==> src/rtl/ram_stream_reader.sv <==
`default_nettype none
// +----------------------------------------------------------------------------+
// | ram_stream_reader                                                          |
// | Walks a wrapping address range on a block-RAM read port, emits valid/ready |
// | Revision: 1.0                                                              |
// +----------------------------------------------------------------------------+
module ram_stream_reader #(
  parameter int ADDR_WIDTH = 10,
  parameter int DATA_WIDTH = 8
) (
  input  logic                  clk,
  input  logic                  rst_n,
  input  logic                  start,
  input  logic [ADDR_WIDTH-1:0] base_addr,
  input  logic [ADDR_WIDTH:0]   len,
  output logic                  busy,
  output logic                  done,
  output logic [ADDR_WIDTH-1:0] raddr,
  input  logic [DATA_WIDTH-1:0] rdata,
  output logic [DATA_WIDTH-1:0] m_data,
  output logic                  m_valid,
  input  logic                  m_ready,
  output logic                  m_last
);

  localparam logic [ADDR_WIDTH:0] c_max_len = {1'b1, {ADDR_WIDTH{1'b0}}};
  localparam logic [ADDR_WIDTH:0] c_one     = {{ADDR_WIDTH{1'b0}}, 1'b1};

  typedef enum logic [1:0] {
    S_IDLE  = 2'd0,
    S_RUN   = 2'd1,
    S_DRAIN = 2'd2
  } state_t;

  state_t                r_state;
  logic [ADDR_WIDTH-1:0] r_raddr;
  logic [ADDR_WIDTH:0]   r_issue_left;
  logic [ADDR_WIDTH:0]   r_beat_left;
  logic                  r_inflight;
  logic [DATA_WIDTH-1:0] r_buf [0:2];
  logic [1:0]            r_wptr;
  logic [1:0]            r_rptr;
  logic [1:0]            r_occ;
  logic                  r_busy;
  logic                  r_done;

  logic [2:0]            w_pending;
  logic                  w_issue;
  logic                  w_push;
  logic                  w_pop;
  logic [ADDR_WIDTH:0]   w_len_clamped;

  function automatic logic [1:0] f_next_ptr(input logic [1:0] p);
    return (p == 2'd2) ? 2'd0 : p + 2'd1;
  endfunction

  // Issue decision uses only registered state, so m_ready never reaches raddr.
  assign w_pending     = {1'b0, r_occ} + {2'b00, r_inflight};
  assign w_issue       = (r_state == S_RUN) && (w_pending < 3'd3);
  assign w_push        = r_inflight;
  assign w_pop         = (r_occ != 2'd0) && m_ready;
  assign w_len_clamped = (len > c_max_len) ? c_max_len : len;

  assign raddr   = r_raddr;
  assign busy    = r_busy;
  assign done    = r_done;
  assign m_valid = (r_occ != 2'd0);
  assign m_data  = r_buf[r_rptr];
  assign m_last  = m_valid && (r_beat_left == c_one);

  always_ff @(posedge clk or negedge rst_n) begin
    if (!rst_n) begin
      r_state      <= S_IDLE;
      r_raddr      <= '0;
      r_issue_left <= '0;
      r_beat_left  <= '0;
      r_inflight   <= 1'b0;
      r_wptr       <= 2'd0;
      r_rptr       <= 2'd0;
      r_occ        <= 2'd0;
      r_busy       <= 1'b0;
      r_done       <= 1'b0;
      for (int i = 0; i < 3; i++) begin
        r_buf[i] <= '0;
      end
    end else begin
      r_done     <= 1'b0;
      r_inflight <= w_issue;

      if (w_push) begin
        r_buf[r_wptr] <= rdata;
        r_wptr        <= f_next_ptr(r_wptr);
      end
      if (w_pop) begin
        r_rptr      <= f_next_ptr(r_rptr);
        r_beat_left <= r_beat_left - c_one;
      end
      case ({w_push, w_pop})
        2'b10:   r_occ <= r_occ + 2'd1;
        2'b01:   r_occ <= r_occ - 2'd1;
        default: r_occ <= r_occ;
      endcase

      if (w_issue) begin
        r_raddr      <= r_raddr + 1'b1;
        r_issue_left <= r_issue_left - c_one;
      end

      case (r_state)
        S_IDLE: begin
          if (start) begin
            if (len == '0) begin
              r_done <= 1'b1;
            end else begin
              r_state      <= S_RUN;
              r_raddr      <= base_addr;
              r_issue_left <= w_len_clamped;
              r_beat_left  <= w_len_clamped;
              r_busy       <= 1'b1;
            end
          end
        end
        S_RUN: begin
          if (w_issue && (r_issue_left == c_one)) begin
            r_state <= S_DRAIN;
          end
        end
        S_DRAIN: begin
          if (w_pop && (r_beat_left == c_one)) begin
            r_state <= S_IDLE;
            r_busy  <= 1'b0;
            r_done  <= 1'b1;
          end
        end
        default: r_state <= S_IDLE;
      endcase
    end
  end

endmodule
`default_nettype wire

==> config.mk <==
export PLATFORM = sky130hd
export DESIGN_NAME = ram_stream_reader
export DESIGN_NICKNAME = d
export VERILOG_FILES = /design/src/rtl/ram_stream_reader.sv
export SDC_FILE = /design/constraint.sdc
export NUM_CORES = 1
export LEC_CHECK = 0
export ABC_AREA = 1
export CAP_MARGIN = 10
export CORE_AREA = 5 5 106 158
export CTS_CLUSTER_SIZE = 10
export DETAILED_ROUTE_END_ITERATION = 16
export DIE_AREA = 0 0 111 163
export PLACE_DENSITY_LB_ADDON = 0.05
export SLEW_MARGIN = 0
export SYNTH_ARGS = -nofsm -noshare
export SYNTH_HDL_FRONTEND = slang
export SYNTH_SLANG_ARGS = --single-unit
==> constraint.sdc <==
create_clock -name clk -period 1.8 [get_ports clk]
set_input_delay 0.36 -clock clk [delete_from_list [all_inputs] [get_ports clk]]
set_output_delay 0.36 -clock clk [all_outputs]
set_load 0.02 [all_outputs]
==> results of run 1 <==
worst paths after layout:
| check | endpoint | from | cells after the start |
|---|---|---|---|
| worst max-delay path | m_last | r_beat_left[6] | 5 |
| worst min-delay path | r_buf[1] | rst_n | 2 |
| worst max register to register | r_issue_left[0] | r_occ[0] | 10 |
| worst min register to register | r_buf[0] | r_buf[0] | 2 |
| max in group asynchronous | r_occ[1] | rst_n | 2 |
| min in group clk | r_buf[0] | r_buf[0] | 2 |
worst register-to-register path, cell delays in order (launching register included):
cell and delay, ps:
sky130_fd_sc_hd__dfrtp_2 450, sky130_fd_sc_hd__ha_4 180, sky130_fd_sc_hd__ha_4 270, sky130_fd_sc_hd__nand2_4 50, sky130_fd_sc_hd__buf_6 110, sky130_fd_sc_hd__nand3_4 100, sky130_fd_sc_hd__nor2_4 90, sky130_fd_sc_hd__buf_4 140
sky130_fd_sc_hd__buf_4 120, sky130_fd_sc_hd__o21ai_2 90, sky130_fd_sc_hd__nand2_1 60
per-stage QoR:
stage               instances  utilization (%)  setup TNS (ps)  cell area, µm²  hold slack [ps]
finish                    823             35.4           -66.5            5430             37.9
global route              823             35.4            -339            5430             86.4
CTS                       819             34.7           -74.9            5330             62.8
detailed placement        796             32.4           -3820            4970              420
global placement          796             32.4           -3500            4970              420
floorplan                 488                -               0            3740             64.4
cell usage in the layout, fill, tap and decap left out, types with 2 or more instances in the layout:
cell type                         Yosys  layout
sky130_fd_sc_hd__nand2_1            165     162
sky130_fd_sc_hd__dfrtp_1             67      65
sky130_fd_sc_hd__buf_4                2      65
sky130_fd_sc_hd__inv_1               55      54
sky130_fd_sc_hd__clkdlybuf4s50_1      0      40
sky130_fd_sc_hd__nor2_1              41      39
sky130_fd_sc_hd__o21ai_0             33      32
sky130_fd_sc_hd__nand3_1             35      31
sky130_fd_sc_hd__nand4_1             11      11
sky130_fd_sc_hd__o21ai_1             10      10
sky130_fd_sc_hd__nand3_2              6       9
sky130_fd_sc_hd__clkbuf_16            0       9
sky130_fd_sc_hd__xor2_1               8       8
sky130_fd_sc_hd__nor2_4               4       7
sky130_fd_sc_hd__buf_2                0       7
sky130_fd_sc_hd__inv_2                5       6
sky130_fd_sc_hd__ha_1                 8       6
sky130_fd_sc_hd__nand2_4              1       4
sky130_fd_sc_hd__a21oi_1              4       4
sky130_fd_sc_hd__xnor2_1              4       4
sky130_fd_sc_hd__buf_6                3       4
sky130_fd_sc_hd__buf_12               0       4
sky130_fd_sc_hd__nand2_2              3       3
sky130_fd_sc_hd__clkinv_2             0       3
sky130_fd_sc_hd__or2_1                2       2
sky130_fd_sc_hd__nor2_2               3       2
sky130_fd_sc_hd__nand3_4              1       2
sky130_fd_sc_hd__o21ai_2              1       2
sky130_fd_sc_hd__or2_4                1       2
sky130_fd_sc_hd__ha_4                 0       2
sky130_fd_sc_hd__dlygate4sd2_1        0       2
sky130_fd_sc_hd__dfrtp_2              0       2
logic make-up after synthesis:
family / synth area share [%]
flops: 44.9
buf+inv: 7.80
xor+xnor: 2.81
simple gates: 34.6
fa+ha+maj: 2.68
compound gates: 7.23
metal layers:
metal  vias to the layer above  track usage (%)  routed length (µm)
met3                        14             2.04                 289
li1                       1798                -                   -
met4                         0             5.32                 251
met2                        65             24.7                5960
met1                      1617             14.8                4690
met5                         -                0                   0
final cells by class:
| class | instances | area, µm² | area share, % |
|---|---|---|---|
| inverter | 61 | 231 | 4.27 |
| tap | 203 | 254 | 4.68 |
| clock inverter | 5 | 52.6 | 0.969 |
| sequential | 67 | 1680 | 31.0 |
| clock buffer | 11 | 243 | 4.47 |
| timing repair buffer | 124 | 1090 | 20.1 |
| multi-input combinational | 352 | 1880 | 34.6 |
power groups by stage:
stage                     clock, mW  sequential [mW]  combinational (mW)
after global placement            0             2.81                5.34
after CTS                      1.82             2.81                5.66
after global routing           1.87             2.91                6.62
final                          1.76             2.80                5.84
after floorplan                   0             2.85                3.04
after detailed placement          0             2.82                5.38
what timing repair did:
action | CTS | global route
setup buffers | 6 | 4
endpoints found under the setup margin | 28 | 26
pin swaps | 5 | 10
gates cloned | 1 | 0
gates resized for setup | 54 | 21
registers in the layout (all words and copies together), names as in the netlist:
name          flops
r_buf            24
r_beat_left      11
r_issue_left     11
raddr            10
r_occ             2
r_rptr            2
r_state           2
r_wptr            2
busy              1
done              1
r_inflight        1
==> parameters.txt, run 1 <==
Parameter                              Value

Setup path
  Bufs and invs on worst path    2
  CP max stage cell    sky130_fd_sc_hd__dfrtp_1
  CP Capture Type    output pin
  Data arrival, critical path    1510 ps
  Reg-to-reg slack, setup    40 ps
  Critical-path maximum fanout    2
  Cells traversed along the worst timing path    or2_4 -> nor2_4 -> inv_2 -> nor4_2 -> buf_4
  Biggest cell delay along the critical path    380 ps
  Required time at the worst-slack endpoint    1440 ps
  Sort of element at the start of the critical path    flop
  Critical path class    flop to output pin
  Crit-path leading delay family    simple AND/OR/NAND/NOR gates

Clock tree
  Root Buffer    sky130_fd_sc_hd__clkbuf_16
  Clock latency at the later pin of the worst-skew pair    330 ps
  CTS clock-pin slew for the worst setup and hold paths    60 ps
  Htree depth    3
  CTS tree    built
  Number of buffers on the longest clock path    2
  Number of clock buffers inserted by TritonCTS    9
  Sinks on Clock Net    67
  Hold buffer count at CTS    0

Timing
  Actual transition at the worst max-transition pin    567 ps
  Max transition margin    62.1%
  Final WS setup    -66.5 ps
  Final critical-path required period    1870 ps
  Post-route clock period utilization    104%
  Peak Freq    536 MHz
  Number of pins exceeding their max-slew limit in the final report    0
  Hold violation count in the final report    0
  Setup repair after global routing missed its margin    yes
  Clock tree skew after final layout    8.25 ps
  Final setup violation count    1

Layout
  Fill cell total of the finished layout    1637
  Final Net Count    656
  Fraction of layout cells with a size suffix above 1    23.1%
  Diode count    0
  Layout-stage area growth over the synthesis result    45.2%

Place
  RD Place Congestion    0.777
  Count of input and output buffers    54
  Worst setup timing slack at the placement stage    -190 ps
  DP Wirelength    8550 µm

Drt
  Drt total wl    11200 µm
  Number of vias in the routed layout    3494
  Vias per std cell    4.25
  Number of routed nets with antenna violations    0
  Post-DR wirelength/cell    13.6 µm
  Iteration-0 DRC Markers    119
  DRC viols    0
  Pre-antenna DRT Iters    4

Yosys
  Syn avg cell area    7.66 µm²
  Share of the synthesized area in the top cell type    44.9%
  Cell taking the most area after synthesis    sky130_fd_sc_hd__dfrtp_1
  Post-synth EDFFs    0
  Number of standard cells after synthesis    488
  Top cell types by occurrence after synthesis    sky130_fd_sc_hd__nand2_1 (165), sky130_fd_sc_hd__dfrtp_1 (67), sky130_fd_sc_hd__inv_1 (55)
  Sequential element share of the synthesized area    44.9%
  Number of distinct library cells after synthesis    36
  Most common flop cell mapped by yosys    sky130_fd_sc_hd__dfrtp_1
  Post-synthesis cell area    3740 µm²
  Total of warnings raised by yosys    0
  Largest cells by area after synthesis    sky130_fd_sc_hd__dfrtp_1 (45%), sky130_fd_sc_hd__nand2_1 (17%), sky130_fd_sc_hd__inv_1 (5.5%)
  Asr flop ratio synth    100%
  Count of state elements after synthesis    67
  Cell with the most instances after synthesis    sky130_fd_sc_hd__nand2_1
  Mapped Nets    529

Pwr
  Clock Power Share    16.9%
  Leakage power    2.71 nW
  Switching share of total power    42.0%
  Share of power burned in combinational logic    56.2%
  Power dissipated by switching net loads    4.37 mW
  Internal power of the cells    6.03 mW
  Peak VDD IR    0.676 mV
  Pwr Density    1920 nW/µm²
  Sequential share of power    26.9%
  Total power draw    10.4 mW

GRT
  Gr usage total    13.2%
  Maximum number of pins on one net before global-route repair    68
  Antenna violations before repair    0
  Via count of the first global-routing pass    3739
  Wire length of the first global-routing pass    18900 µm
  Overflow after GRT    0

Floorplanning
  Die ar.    18100 µm²
  Initial cell density of the core    24.4%
  Vertical extent of the die    163 µm
  Die width    111 µm
  Ports    55
  Placement Rows    56
  Core outline area    15300 µm²

Flow run
  Max-cap violation count    0

Run status
  Run status    complete, but fails checks
  Violated checks    setup timing

Worst hold path
  Type of the worst min-delay path    input port to asynchronous set/reset pin
No activity file was read; power rests on OpenSTA's default activity.
==> inputs of run 2 (changes only) <==
--- a/config.mk
+++ b/config.mk
@@ -11,6 +11,7 @@
 export CTS_CLUSTER_SIZE = 10
 export DETAILED_ROUTE_END_ITERATION = 16
 export DIE_AREA = 0 0 111 163
+export GPL_ROUTABILITY_DRIVEN = 0
 export PLACE_DENSITY_LB_ADDON = 0.05
 export SLEW_MARGIN = 0
 export SYNTH_ARGS = -nofsm -noshare
==> results of run 2 <==
The final DEF is identical to that of run 1; final timing and power are the same.
